File: src/rtl/jcount_pkg.sv
// Shared types and helpers for the Johnson-counter checker: FSM state
// encoding, sequence length and the reference code for each index.
package jcount_pkg;

    typedef enum logic [1:0] {
        UNLOCKED,
        LOCKING,
        LOCKED
    } jc_state_t;

    // Widest counter supported; jc_code returns a vector this wide.
    localparam int JC_MAX_N = 16;

    // Number of distinct codes in an N-bit twisted ring.
    function automatic int jc_len(input int n);
        return 2 * n;
    endfunction

    // Reference code for index k of an n-bit Johnson counter.
    // Bit i of the result corresponds to cnt[i]; bits at or above n are 0.
    // k in 0..n: the lowest k bits are 1 (the ones fill in from cnt[0]).
    // k in n+1..2n-1: the lowest k-n bits are 0 (zeros fill in from cnt[0]).
    function automatic logic [JC_MAX_N-1:0] jc_code(input int k, input int n);
        logic [JC_MAX_N-1:0] code;
        code = '0;
        for (int i = 0; i < JC_MAX_N; i++) begin
            if (i < n) begin
                if (k <= n) begin
                    code[i] = (i < k);
                end else begin
                    code[i] = (i >= k - n);
                end
            end
        end
        return code;
    endfunction

endpackage

File: src/rtl/jcount_decode.sv
// Combinational decoder: maps an observed Johnson pattern to its index and
// flags patterns that are not part of the ring.
module jcount_decode
    import jcount_pkg::*;
#(
    parameter int N = 4
) (
    input  logic [0:N-1]               cnt_i,
    output logic                       legal_o,
    output logic [$clog2(2*N)-1:0]     idx_o
);

    localparam int L     = jc_len(N);
    localparam int IDX_W = $clog2(2 * N);

    // True when the observed pattern equals the reference code for index k.
    function automatic logic code_match(input logic [0:N-1] c, input int k);
        logic [JC_MAX_N-1:0] code;
        logic                m;
        code = jc_code(k, N);
        m    = 1'b1;
        for (int i = 0; i < N; i++) begin
            if (c[i] != code[i]) begin
                m = 1'b0;
            end
        end
        return m;
    endfunction

    // Compare against every legal code; at most one can match.
    always_comb begin
        legal_o = 1'b0;
        idx_o   = '0;
        for (int k = 0; k < L; k++) begin
            if (code_match(cnt_i, k)) begin
                legal_o = 1'b1;
                idx_o   = IDX_W'(k);
            end
        end
    end

endmodule

File: config.mk
export PLATFORM = sky130hd
export DESIGN_NAME = jcount_decode
export DESIGN_NICKNAME = d
export VERILOG_FILES = /design/src/rtl/jcount_pkg.sv /design/src/rtl/jcount_decode.sv
export SDC_FILE = /design/constraint.sdc
export NUM_CORES = 1
export LEC_CHECK = 0
export BUFFER_PORTS_ARGS = -buffer_cell sky130_fd_sc_hd__buf_2
export CAP_MARGIN = 5
export CORE_AREA = 3 3 40 42
export DETAILED_ROUTE_END_ITERATION = 12
export DIE_AREA = 0 0 43 45
export PLACE_DENSITY = 0.3
export SYNTH_ARGS = -nofsm -noshare
export SYNTH_HDL_FRONTEND = slang
export SYNTH_SLANG_ARGS = --single-unit
File: constraint.sdc
create_clock -name vclk -period 1.2
set_input_delay 0.24 -clock vclk [all_inputs]
set_output_delay 0.24 -clock vclk [all_outputs]
set_load 0.02 [all_outputs]
==> metrics.md, run 1 <==
| Metric | Value |
|---|---|
| Sequential power share | `0%` |
| Power share of the combinational group | `100.0%` |
| Core area | `roughly 1300 µm²` |
| Cell Count, Final, Fillers Out | `38` |
| Crit path launch | `cnt_i[1]` |
| Site Rows | `13` |
| Slowest library cell on the worst path | `or2_1` |
| Internal | `0.0286 mW` |
| Via count | `121` |
| Required time worst endpoint | `960 ps` |
| WL/cell | `7.63 µm` |
| Synth area leader | `nand2_1` |
| Crit-path max FO | `3` |
| CP Cell Sequence | `buf_2, or2_1, nand2_1, o21a_1, buf_4` |
| Fmax | `0.865 GHz` |
| Main area contributors after synthesis | `nand2_1 25%, o21ai_0 14%, xnor2_1 12%, o211ai_1 10%, o21a_1 10%` |
| Yosys top cell area share | `roughly 25%` |
| GP Congestion | `between 0.5 and 0.6` |
| Avg Inst Size Synth | `5.27 µm²` |
| HP Start | `cnt_i[3]` |
| Pleak | `between 0.06 and 0.07 nW` |
| Number of buffers added on ports | `8` |
| Layout sequential cell count | `0` |
| Worst EP arrival | `between 900 and 1000 ps` |
| Post-synthesis sequential area ratio | `0%` |
| Final worst setup slack | `44.0 ps` |
| Core Util, Final | `11.6%` |
| Nets@finish | `29` |
| Number of distinct library cells after synthesis | `9` |
| Pwr Density | `438 nW/µm²` |
| Max Cap Viol | `0` |
| Fill cell count | `154` |
| Worst path bufs/invs | `2` |
| Top delay family on crit path | `simple AND/OR/NAND/NOR gates` |
| Syn Nets | `18` |
| # setup viols final | `0` |
| Critical path type | `in2out` |
| # IOs | `8` |
| Die width | `43 µm` |
| Rel. slew slack | `between 80% and 90%` |
| PnR Total Power | `0.0653 mW` |
| Most common cell after layout, fill and taps aside | `buf_2` |
| Most frequent cells in the layout | `6 x buf_2, 5 x nand2_1, 3 x buf_4` |
| CP peak stage delay | `about 250 ps` |
| Total grt overflow | `0` |
| Fin crit share | `96.3%` |
| First-iteration detailed-routing DRC count | `5` |
| Peak supply drop | `about 69 µV` |
| # DRC | `0` |
| P_sw | `0.0367 mW` |
| Setup total negative slack | `0 ps` |
| # diodes | `0` |
| Hold crit path type | `in2out` |
| Synthesized area | `73.8 µm²` |
| Synth Instances | `14` |
| Final ANT Viol Nets | `0` |
| Largest net degree at the start of global routing | `7` |
| Ys Warns | `0` |
| Critical path launch point type | `input pin` |
| Vias in the first global route | `107` |
| Dpl cells | `38` |
| Pre-CTS setup slack | `9.77 ps` |
| RSZ-0062 raised after global routing | `false` |
| Min Tclk post-route | `1160 ps` |
| DR pass1 iterations | `2` |
| Total routing usage reported by global routing | `under 10%` |
| Die footprint | `1940 µm²` |
| Run status | `complete, no violations` |
| Clock power share | `0%` |
| Hold_buf cts | `0` |
| Area grow syn2layout | `102%` |
| Post-Route WL | `290 µm` |
| Routed vias/inst | `3.18` |
| Initial Utilization | `5.74%` |
| CLK BUF | `0` |
| Slew Viols, Final | `0` |
| Seq. cell area | `0 µm²` |
| Switch share | `approximately 56%` |
| Initial antenna violation count | `0` |
| Crit end category | `output pin` |
| Hold Fails Final Rpt | `0` |
| First-pass GRT wire length | `483 µm` |
| Share of layout cells above drive strength 1 | `43.5%` |
| Slew @ Worst Pin | `around 160 ps` |
| Die Y | `45 µm` |
## power groups by stage
stage | clock (mW) | combinational [mW] | sequential [mW]
CTS | 0 | 0.0609 | 0
floorplan | 0 | 0.0322 | 0
detailed placement | 0 | 0.0607 | 0
global route | 0 | 0.0709 | 0
global placement | 0 | 0.0610 | 0
finish | 0 | 0.0653 | 0
## synthesized netlist by cell type
library cell,n
o211ai_1,1
xnor2_1,1
a21oi_1,1
nor2_1,1
o21a_1,1
nand2_1,5
o21ai_0,2
and2_1,1
or2_1,1
## kinds of logic after synthesis
kind of cell,Yosys count,share of synthesized area [%]
AND/OR/NAND/NOR,8,47.5
XOR/XNOR,1,11.9
AO/OA/AOI/OAI,5,40.7
## worst paths after layout
| path | to | cells past startpoint |
|---|---|---|
| hold / removal | idx_o[1] | 3 |
| setup / recovery | legal_o | 5 |
## per-layer routing
| metal | track usage [%] | part of all wire, % | vias up |
|---|---|---|---|
| met5 | 0 | 0 | - |
| met4 | 0 | 0 | 0 |
| met3 | 0.398 | 8.6 | 0 |
| met2 | 4.49 | 41 | 5 |
| met1 | 5.00 | 50 | 50 |
| li1 | - | - | 66 |
## stage by stage
stage,hold slack (ps),instance area (µm²)
floorplan,662,73.8
global placement,867,140
detailed placement,863,140
CTS,869,140
global route,893,149
finish,863,149
## cell type report
type                            instances  area (µm²)  area share (%)
Multi-Input combinational cell         14        77.6            52.1
Timing Repair Buffer                    9        52.6            35.3
Tap cell                               15        18.8            12.6
## timing repair
action | CTS | global route
endpoints found under the setup margin | 0 | 1
gates resized for setup | 0 | 3
buffers inserted | 0 | 0
(Power assumes the default switching activity.)
==> run 2, diff against run 1 <==
--- a/config.mk
+++ b/config.mk
@@ -10,7 +10,7 @@
 export CORE_AREA = 3 3 40 42
 export DETAILED_ROUTE_END_ITERATION = 12
 export DIE_AREA = 0 0 43 45
-export PLACE_DENSITY = 0.3
+export RECOVER_POWER = 50
 export SYNTH_ARGS = -nofsm -noshare
 export SYNTH_HDL_FRONTEND = slang
 export SYNTH_SLANG_ARGS = --single-unit
==> run 2 against run 1 <==
Against the previous run:
- setup slack worse by 8.6 ps
- sequential share of layout area unchanged
- power decreased by 5.1%
- global-route usage fell by 0.66 points
- critical endpoint unchanged
==> metrics.md, run 2 (same netlist as run 1, synthesis figures left out) <==
| Metric | Value |
|---|---|
| Slew Viols, Final | `0` |
| Routed vias/inst | `3.43` |
| Met2 Wirelength | `roughly 140 µm` |
| Die width | `between 40 and 50 µm` |
| Multi-input gate area | `77.6 µm²` |
| Initial Utilization | `5.74%` |
| Worst hold slack | `about 880 ps` |
| Area grow syn2layout | `89.8%` |
| First-pass GRT wire length | `393 µm` |
| Final ANT Viol Nets | `0` |
| # setup viols final | `0` |
| Crit path launch | `cnt_i[1]` |
| Top sig layer | `met3` |
| Vias in the first global route | `107` |
| First-iteration detailed-routing DRC count | `1` |
| RSZ-0062 raised after global routing | `true` |
| WHS Path Cells | `3` |
| Cell Count, Final, Fillers Out | `37` |
| Post-Route WL | `255 µm` |
| Total grt overflow | `0` |
| Met3 routed wirelength | `approximately 3 µm` |
| Crit-path max FO | `5` |
| Fill cell count | `151` |
| Fmax | `0.859 GHz` |
| Max Cap Viol | `0` |
| Worst EP arrival | `roughly 920 ps` |
| DR pass1 iterations | `2` |
| # diodes | `0` |
| Post-DP HPWL | `~220 µm` |
| Layout sequential cell count | `0` |
| Setup total negative slack | `0 ps` |
| Site Rows | `13` |
| Hold Fails Final Rpt | `0` |
| Slew @ Worst Pin | `254 ps` |
| Rel. slew slack | `83.1%` |
| Fin crit share | `97.0%` |
| Hold crit path type | `in2out` |
| CLK BUF | `0` |
| Required time worst endpoint | `960 ps` |
| Core area | `between 1000 and 1500 µm²` |
| Crit end category | `output pin` |
| Pleak | `0.0603 nW` |
| Met1 wire length | `112 µm` |
| GP Congestion | `0.678` |
| Share of layout cells above drive strength 1 | `36.4%` |
| Run status | `complete, no violations` |
| Largest net degree at the start of global routing | `7` |
| # IOs | `8` |
| Critical Path Sink | `legal_o` |
| Die Y | `45 µm` |
| Post-CTS Repair Setup Buffers | `0` |
| Most frequent cells in the layout | `5 x nand2_1, 5 x buf_2, 2 x o21ai_0, 2 x buf_4` |
| Critical path type | `in2out` |
| # DRC | `0` |
| Seq. cell area | `0 µm²` |
| Critical path launch point type | `input pin` |
| Min Tclk post-route | `1160 ps` |
| Total routing usage reported by global routing | `2.40%` |
| Die footprint | `1940 µm²` |
| Dpl cells | `37` |
| WL/cell | `6.89 µm` |
| Initial antenna violation count | `0` |
| Number of buffers added on ports | `8` |
| Peak supply drop | `80.4 µV` |
| Via count | `127` |
| Nets@finish | `28` |
| Pwr Density | `between 400 and 500 nW/µm²` |
==> run 2: critical path, stage by stage <==
cell and delay [ps]:
buf_2 120, or2_1 260, nand2_1 70, o21a_1 100, buf_4 130
==> run 2: through the flow <==
step / utilization, % / power, mW / worst slack [ps] / cell area [µm²]
final: 10.9 / 0.0619 / 35.4 / 140
after global routing: 10.9 / 0.0685 / -14.7 / 140
after CTS: 10.5 / 0.0594 / 4.50 / 135
after detailed placement: 10.3 / 0.0575 / -2.10 / 133
after global placement: 10.3 / 0.0565 / -0.219 / 133
after floorplan: - / 0.0322 / 119 / 73.8
==> run 2: worst min-delay path by stage <==
stage	from	to	slack, ps
2_1_floorplan	cnt_i[3]	idx_o[0]	660
3_3_place_gp	cnt_i[3]	idx_o[1]	850
3_5_place_dp	cnt_i[3]	idx_o[1]	860
4_1_cts	cnt_i[3]	idx_o[1]	860
5_1_grt	cnt_i[0]	legal_o	910
6_report	cnt_i[3]	idx_o[1]	880
==> run 2: power by group <==
group	internal, mW	switching [mW]
Clock	0	0
Combinational	0.0259	0.0360
Sequential	0	0
Total	0.0259	0.0360
==> run 2: metal layers <==
metal / up-vias / global-route usage (%)
met5: - / 0
met4: 0 / 0
met3: 0 / 0
met2: 2 / 5.69
met1: 60 / 2.38
li1: 65 / -
==> run 2: cell type report <==
class / instances / share of cell area (%)
Timing Repair Buffer: 8 / 31.3
Tap cell: 15 / 13.4
Multi-Input combinational cell: 14 / 55.4
==> run 2: what timing repair did <==
item | CTS | global route
gates resized for setup | 1 | 2
cloned | 0 | 0
setup endpoints to repair | 1 | 2
hold buffers | 0 | 0
